`config.mk`:
```
export PLATFORM = sky130hd
export DESIGN_NAME = pipelined_chunk_adder
export DESIGN_NICKNAME = d
export VERILOG_FILES = /design/src/rtl/pipelined_chunk_adder_pkg.sv /design/src/rtl/pipelined_chunk_adder_chunk.sv /design/src/rtl/pipelined_chunk_adder.sv
export SDC_FILE = /design/constraint.sdc
export NUM_CORES = 1
export LEC_CHECK = 0
export ABC_AREA = 1
export CORE_MARGIN = 4
export CORE_UTILIZATION = 44
export DETAILED_ROUTE_END_ITERATION = 10
export PLACE_DENSITY = 0.66
export SYNTH_ARGS = -nofsm -noshare
export SYNTH_HDL_FRONTEND = slang
export SYNTH_SLANG_ARGS = --single-unit
```
`constraint.sdc`:
```
create_clock -name clk -period 19 [get_ports clk]
set_input_delay 3.8 -clock clk [delete_from_list [all_inputs] [get_ports clk]]
set_output_delay 3.8 -clock clk [all_outputs]
set_load 0.02 [all_outputs]
```
`src/rtl/pipelined_chunk_adder_pkg.sv`:
```
// Shared definitions for the chunked, pipelined adder/subtractor.
// Latency: n/a (package only).
// Backpressure: n/a (package only).
//
// Contents:
//   DEF_DATA_WIDTH / DEF_CHUNK_WIDTH : default operand and slice widths
//   num_stages()                     : pipeline depth for a given width pair
//   pca_stage_t                      : per-stage pipeline record at the default widths
package pipelined_chunk_adder_pkg;

    localparam int DEF_DATA_WIDTH  = 32;
    localparam int DEF_CHUNK_WIDTH = 8;

    // One pipeline stage per chunk.
    function automatic int num_stages(input int data_width, input int chunk_width);
        return data_width / chunk_width;
    endfunction

    localparam int DEF_NUM_STAGES = num_stages(DEF_DATA_WIDTH, DEF_CHUNK_WIDTH);

    // Per-stage record. sum holds the chunks already resolved (low chunks),
    // a/b carry the operands forward so later stages can pick their chunk.
    // The top module declares the same layout at its own parameter widths.
    typedef struct packed {
        logic                      valid;
        logic                      carry;
        logic [DEF_DATA_WIDTH-1:0] sum;
        logic [DEF_DATA_WIDTH-1:0] a;
        logic [DEF_DATA_WIDTH-1:0] b;
    } pca_stage_t;

endpackage

```
`src/rtl/pipelined_chunk_adder_chunk.sv`:
```
// Combinational CHUNK_WIDTH-bit ripple slice: sum, carry-out and carry into the MSB.
// Latency: 0 cycles (pure combinational).
// Backpressure: none; the enclosing pipeline stage holds its inputs.
//
// Ports:
//   a, b  : chunk operands
//   cin   : carry into bit 0
//   sum   : chunk sum
//   cout  : carry out of the chunk MSB
//   cmsb  : carry into the chunk MSB (feeds signed-overflow detection)
module chunk_adder #(
    parameter int CHUNK_WIDTH = 8
) (
    input  logic [CHUNK_WIDTH-1:0] a,
    input  logic [CHUNK_WIDTH-1:0] b,
    input  logic                   cin,
    output logic [CHUNK_WIDTH-1:0] sum,
    output logic                   cout,
    output logic                   cmsb
);

    localparam int MSB = CHUNK_WIDTH - 1;

    // Add everything below the MSB first so the carry into the MSB is
    // available as its own signal; the MSB is then a single full adder.
    logic [CHUNK_WIDTH-1:0] low;

    assign low  = {1'b0, a[MSB-1:0]} + {1'b0, b[MSB-1:0]} + {{(CHUNK_WIDTH-1){1'b0}}, cin};
    assign cmsb = low[MSB];
    assign sum  = {a[MSB] ^ b[MSB] ^ cmsb, low[MSB-1:0]};
    assign cout = (a[MSB] & b[MSB]) | (cmsb & (a[MSB] ^ b[MSB]));

endmodule

```
`src/rtl/pipelined_chunk_adder.sv`:
```
// DATA_WIDTH add/subtract, one CHUNK_WIDTH slice per stage, carry registered between stages.
// Latency: NUM_STAGES-1 cycles from accept edge to out_valid; one beat per cycle throughput.
// Backpressure: whole pipe stalls when out_valid && !out_ready; in_ready = !out_valid || out_ready.
//
// Ports:
//   clk, rst             : clock, synchronous active-high reset
//   in_valid / in_ready  : operand handshake (a, b, cin, sub)
//   sub                  : 1 = a - b (cin ignored), 0 = a + b + cin
//   out_valid / out_ready: result handshake (sum, cout[, ovf])
//   cout                 : carry out of the MSB; in subtract mode 1 = no borrow
//   ovf                  : signed overflow, present only with PIPELINED_CHUNK_ADDER_OVF_EN
//
// Optional feature macro: PIPELINED_CHUNK_ADDER_OVF_EN (adds the ovf port and its register).
module pipelined_chunk_adder
    import pipelined_chunk_adder_pkg::*;
#(
    parameter int DATA_WIDTH  = DEF_DATA_WIDTH,
    parameter int CHUNK_WIDTH = DEF_CHUNK_WIDTH
) (
    input  logic                  clk,
    input  logic                  rst,
    input  logic                  in_valid,
    output logic                  in_ready,
    input  logic [DATA_WIDTH-1:0] a,
    input  logic [DATA_WIDTH-1:0] b,
    input  logic                  cin,
    input  logic                  sub,
    output logic                  out_valid,
    input  logic                  out_ready,
    output logic [DATA_WIDTH-1:0] sum,
    output logic                  cout
`ifdef PIPELINED_CHUNK_ADDER_OVF_EN
    ,
    output logic                  ovf
`endif
);

    localparam int NUM_STAGES = num_stages(DATA_WIDTH, CHUNK_WIDTH);

    if ((DATA_WIDTH % CHUNK_WIDTH) != 0) begin : g_bad_data_width
        $error("pipelined_chunk_adder: DATA_WIDTH must be a multiple of CHUNK_WIDTH");
    end
    if (CHUNK_WIDTH < 2) begin : g_bad_chunk_width
        $error("pipelined_chunk_adder: CHUNK_WIDTH must be at least 2");
    end

    typedef struct packed {
        logic                  valid;
        logic                  carry;
        logic [DATA_WIDTH-1:0] sum;
        logic [DATA_WIDTH-1:0] a;
        logic [DATA_WIDTH-1:0] b;
    } stage_t;

    logic                  advance;
    logic [DATA_WIDTH-1:0] b_eff;
    logic                  c0;

    stage_t stage_d [NUM_STAGES];
    stage_t stage_q [NUM_STAGES];

    // Carry into each chunk MSB. Only the final stage's bit is ever consumed,
    // and only when overflow detection is built in.
    logic [NUM_STAGES-1:0] msb_carry_unused;

    // Single global enable: every stage moves together, bubbles included.
    assign advance  = !out_valid || out_ready;
    assign in_ready = advance;

    // Subtraction as a + ~b + 1.
    assign b_eff = sub ? ~b : b;
    assign c0    = sub | cin;

    for (genvar k = 0; k < NUM_STAGES; k++) begin : g_stage
        stage_t                  src;
        logic [CHUNK_WIDTH-1:0]  chunk_sum;
        logic                    chunk_cout;
        logic [DATA_WIDTH-1:0]   merged;

        if (k == 0) begin : g_first
            assign src = '{valid: in_valid, carry: c0, sum: '0, a: a, b: b_eff};
        end else begin : g_next
            assign src = stage_q[k-1];
        end

        chunk_adder #(
            .CHUNK_WIDTH (CHUNK_WIDTH)
        ) u_chunk (
            .a    (src.a[k*CHUNK_WIDTH +: CHUNK_WIDTH]),
            .b    (src.b[k*CHUNK_WIDTH +: CHUNK_WIDTH]),
            .cin  (src.carry),
            .sum  (chunk_sum),
            .cout (chunk_cout),
            .cmsb (msb_carry_unused[k])
        );

        // Resolved low chunks pass through; this stage fills in chunk k.
        always_comb begin
            merged = src.sum;
            merged[k*CHUNK_WIDTH +: CHUNK_WIDTH] = chunk_sum;
        end

        assign stage_d[k] = '{valid: src.valid, carry: chunk_cout, sum: merged,
                              a: src.a, b: src.b};
    end

    always_ff @(posedge clk) begin
        if (rst) begin
            for (int i = 0; i < NUM_STAGES; i++) begin
                stage_q[i] <= '0;
            end
        end else if (advance) begin
            for (int i = 0; i < NUM_STAGES; i++) begin
                stage_q[i] <= stage_d[i];
            end
        end
    end

    assign out_valid = stage_q[NUM_STAGES-1].valid;
    assign sum       = stage_q[NUM_STAGES-1].sum;
    assign cout      = stage_q[NUM_STAGES-1].carry;

`ifdef PIPELINED_CHUNK_ADDER_OVF_EN
    // Signed overflow: carry into the MSB disagrees with carry out of it.
    // Registered alongside the last stage so it shares its valid and stall.
    logic ovf_q;

    always_ff @(posedge clk) begin
        if (rst) begin
            ovf_q <= 1'b0;
        end else if (advance) begin
            ovf_q <= msb_carry_unused[NUM_STAGES-1] ^ stage_d[NUM_STAGES-1].carry;
        end
    end

    assign ovf = ovf_q;
`endif

endmodule

```
Word level (Yosys, flattened, before mapping)
Memory sizes are Yosys's and may differ from the RTL's.
Cells that the tools add are included.

operators by class
  $add $sub $neg = 8
  muxes and demuxes = 10
  bitwise gates (word level) = 26
  reductions and logical operators = 2

operator list
  operator              count
  two-way mux 98 bit    4
  adder 7 x 7 -> 8 bit  4
  adder 8 x 1 -> 8 bit  4
  two-way mux 32 bit    1
  inverter 32 bit       1
  bitwise OR 1 bit      9
  AND 1 bit             8
  bitwise XOR 1 bit     8
  two-way mux 1 bit     5
  logical NOT 1 bit     1
  logical OR 1 bit      1

word-level totals
  register bits after elaboration = 0
  memory bits (writable) = 392
  output and inout port bits = 35
  memories kept = 1

memories
  memory   depth  bits a word  read ports  clocked after memory_dff  write ports  RTL line                     RTL
  stage_q  4      98           4           0                         4            pipelined_chunk_adder.sv:60  stage_t stage_q [NUM_STAGES];

Longest topological paths before layout
  depth after elaboration = 7
  depth in mapped cells = 11
  gate-level depth less buffers = 10

Hierarchy
A second synthesis with hierarchy kept.

unflattened totals
  cells, all modules = 880
  area total of the unflattened synthesis = 8898.5 um^2

by module, submodules not included
  module                                 times used  cells each  area an instance (um^2)  seq. area each (um^2)
  pipelined_chunk_adder                  1           665         7529.7                   5525.3
  chunk_adder at g_stage[0].u_chunk ...  3           53          340.3                    0.0
  chunk_adder at g_stage[1].u_chunk      1           56          347.8                    0.0

Worst setup path before layout
No wires, ideal clock.

  kind = input to register
  start = input rst
  end = memory stage_q[0][10] (netlist name) (enable)
  setup time = 1.945 ns
  arrival time = 7.980 ns
  data required time = 17.055 ns
  slack = 9.075 ns
  stages on the path = 2
  buffers on the path = 0
  cell sequence = inv_1 > nand3_1

RTL lines
  element          RTL line                     RTL
  start, declared  pipelined_chunk_adder.sv:21  input logic rst,
  end, declared    pipelined_chunk_adder.sv:60

Worst setup path in the final report
  start = input out_ready
  end = output in_ready

between the ends
  longest elaborated chain between the ends = 1

RTL lines
  element           RTL line                     RTL
  start, declared   pipelined_chunk_adder.sv:29  input logic out_ready,
  logical OR 1 bit  pipelined_chunk_adder.sv:67  assign advance = !out_valid || out_ready;
  end, declared     pipelined_chunk_adder.sv:23  output logic in_ready,

No other way between the ends.

==> impl_metrics.csv <==
group,metric,value,unit
die,ioPinCount,105,
sta,fin_worst_skew,0.006957,ns
critical_path,arrival,5.08,ns
synthesis,ys_async_sr_fraction,0,%
synthesis,synthesis.area,8536,sq um
drt,met2WireLength,6.508,mm
flow_run,cap_violations,0,
critical_path,worstSetupEndpointType,"primary output",
place,place_hpwl,7.685,mm
critical_path,path_common_cell,"clkdlybuf4s50_1",
critical_path,worstPathRequired,15.20,ns
sta,period_share,46.74,%
synthesis,synth_edf_count,184,
layout,area.growth.synth_to_final,21.64,%
synthesis,synth_area_leader_cell,"edfxtp_1",
power,intPower,778.3,uW
drt,post_drt_wl_per_cell,10.63,microns
clocking,ctsLongestPathBuffers,2,
place,gp_congestion,0.7780,
global_routing,grt_use_total,11.82,%
power,power-per-cell-area,95.36,nW/um^2
clocking,cts_tree,"yes",
sta,period_needed,8.881,ns
synthesis,synthTopCellsByArea,"edfxtp_1, nor2_1, inv_1",
layout,drive_gt1_share,4.848,%
power,netSwitchingPower,211.7,uW
synthesis,ys_types,23,
power,p_leak,0.004512,uW
drt,drc,0,
power,sequentialPowerShare,49.5,%
synthesis,ys.flop_type,"edfxtp_1",
power,switching_share,21.39,%
die,start_util,45.18,%
synthesis,synth_seq_area_share,64.73,%
layout,fillCellCount,1622,
critical_path,slowest_delay,0.62,ns
sta,tightest_slew,0.9885,ns
place,place_inst,1116,
synthesis,syn_area_per_cell,11.06,sq um
power,pwr-share-comb,10.3,%
synthesis,yosysWarnings,0,
layout,fin_nets,981,
power,vdd_drop_max,0.05618,mV
clocking,path_clk_slew,0.06,ns
sta,max_freq,112.6,MHz
clocking,clkSinkCount,184,
sta,hold_violations,0,
clocking,post_cts_buffers,0,
synthesis,yosys-top-cells-count,"nor2_1, edfxtp_1, inv_1",
sta,setup_tns,0,ns
sta,slew_headroom,34.10,%
die,die_w,147.3,microns
layout,largestRegisters,"stage_q x184",
drt,drtAntennaViolNets,0,
drt,routed_via_density,4.249,
critical_path,cp_max_fo,2,
drt,highest_layer,"met4",
clocking,cts_root_buffer,"clkbuf_16",
clocking,cts_buffers,17,
global_routing,grt_pass1_vias,4506,
clocking,post_cts_resized,0,
die,die_area,21690,sq um
worst_hold_path,hp-class,"register to register",
clocking,cts_max_level,4,
layout,diodes,0,
drt,wirelength,12.20,mm
die,fp.coreArea,18890,sq um
critical_path,worstSetupPathType,"input port to primary output",
drt,dr_wl_met3,426,microns
layout,top_register,"stage_q",
global_routing,grt.overflow.total,0,
sta,slew_violations,0,
drt,first_pass_iters,4,
sta,grt_setup_unrepaired,"false",
place,numPortBuffers,104,
power,clkPwrFrac,40.2,%
layout,largest_register_ffs,184,
critical_path,slowest_stage,"clkdlybuf4s50_1",
global_routing,antenna_found_initial,0,
layout,stdcell_count,1147,
synthesis,syn-num-nets,878,
synthesis,synth_most_common_cell,"nor2_1",
critical_path,crit_chain,"clkdlybuf4s50_1 > inv_1 > nand2_2 > clkdlybuf4s50_1",
critical_path,start_kind,"input port",
synthesis,ys_ff_latch,184,
clocking,clk_latency,0.42,ns
synthesis,synthCells,772,
die,rows,50,
drt,vias,4874,
global_routing,grt_max_degree,93,
outcome,status,"finished, final reports clean",
sta,setup_violations,0,
global_routing,grt_first_pass_wirelength,20.42,mm
clocking,hold_buffers,0,
drt,routedLengthMet1,5.036,mm
synthesis,netlist.area_leader.share,64.73,%
drt,drt-initial-drc-count,345,
die,chipHeight,147.3,microns
-- cell type report --
| cell class | instances | area [sq um] | area share, % |
|---|---|---|---|
| sequential | 184 | 5525 | 53.22 |
| multi-input combinational | 394 | 2160 | 20.80 |
| timing repair buffer | 107 | 1059 | 10.20 |
| inverter | 171 | 641.9 | 6.182 |
| clock buffer | 18 | 429.2 | 4.134 |
| tap | 260 | 325.3 | 3.133 |
| clock inverter | 13 | 242.7 | 2.338 |
-- layer usage --
metal / GRT usage (%) / vias up
met4: 5.359 / 0
met3: 2.899 / 19
met1: 13.33 / 2193
met2: 21.18 / 70
li1: - / 2592
met5: 0 / -
-- worst max-delay path, delay by kind of cell --
kind | cells | cell delay (ns)
AND/OR/NAND/NOR | 1 | 0.12
buffers and inverters | 3 | 1.16
-- power by group through the flow --
| stage | Clock [uW] | Sequential, uW | Combinational, uW |
|---|---|---|---|
| CTS | 407 | 490 | 104 |
| global route | 422 | 493 | 118 |
| detailed placement | 0 | 499 | 104 |
| finish | 398 | 490 | 102 |
| floorplan | 0 | 504 | 66.1 |
| global placement | 0 | 498 | 101 |
-- logic make-up after synthesis --
logic type	Yosys count	synth area share, %
AND/OR/NAND/NOR	310	14.47
buffers and inverters	194	10.22
flip-flops	184	64.73
adder cells (fa/ha/maj)	36	6.332
XOR/XNOR	32	3.284
AO/OA/AOI/OAI	16	0.9675
-- path summary, 6_finish.rpt --
kind / from / endpoint / slack, ns / depth (start not counted)
setup / recovery: out_ready / in_ready / 10.12 / 4
hold / removal: stage_q[1][31] / stage_q[2][31] / 0.54 / 2
setup reg to reg: stage_q[3][97] / stage_q[3][71] / 16.72 / 2
hold reg to reg: stage_q[1][31] / stage_q[2][31] / 0.54 / 2
-- metrics by stage --
stage | hold slack, ns | power [uW] | util (%) | worst slack, ns | cell area (sq um)
2_1_floorplan | 0.5191 | 570.5 | - | 9.075 | 8536
3_3_place_gp | 0.5213 | 599.4 | 51.40 | 10.13 | 9711
3_5_place_dp | 0.5286 | 602.6 | 51.40 | 10.11 | 9711
4_1_cts | 0.5409 | 1001 | 54.95 | 10.11 | 10380
5_1_grt | 0.5574 | 1033 | 54.95 | 10.08 | 10380
6_report | 0.5382 | 990.1 | 54.95 | 10.12 | 10380
-- layout by cell type, fill, tap and decap left out, types with 3 or more instances in the layout --
cell,netlist,layout
or2_1,3,3
nand2_1,72,72
a21oi_1,14,14
ha_1,24,24
clkdlybuf4s50_1,0,103
clkinv_4,0,3
inv_1,170,170
fa_1,12,12
clkbuf_16,0,17
and2_1,7,7
or2_2,5,5
xor2_1,8,8
nor2_1,206,206
buf_4,1,3
edfxtp_1,184,184
xnor2_1,24,24
bufinv_16,0,6
nand3_1,13,12
Note: power is estimated with default switching activity, not from simulation.
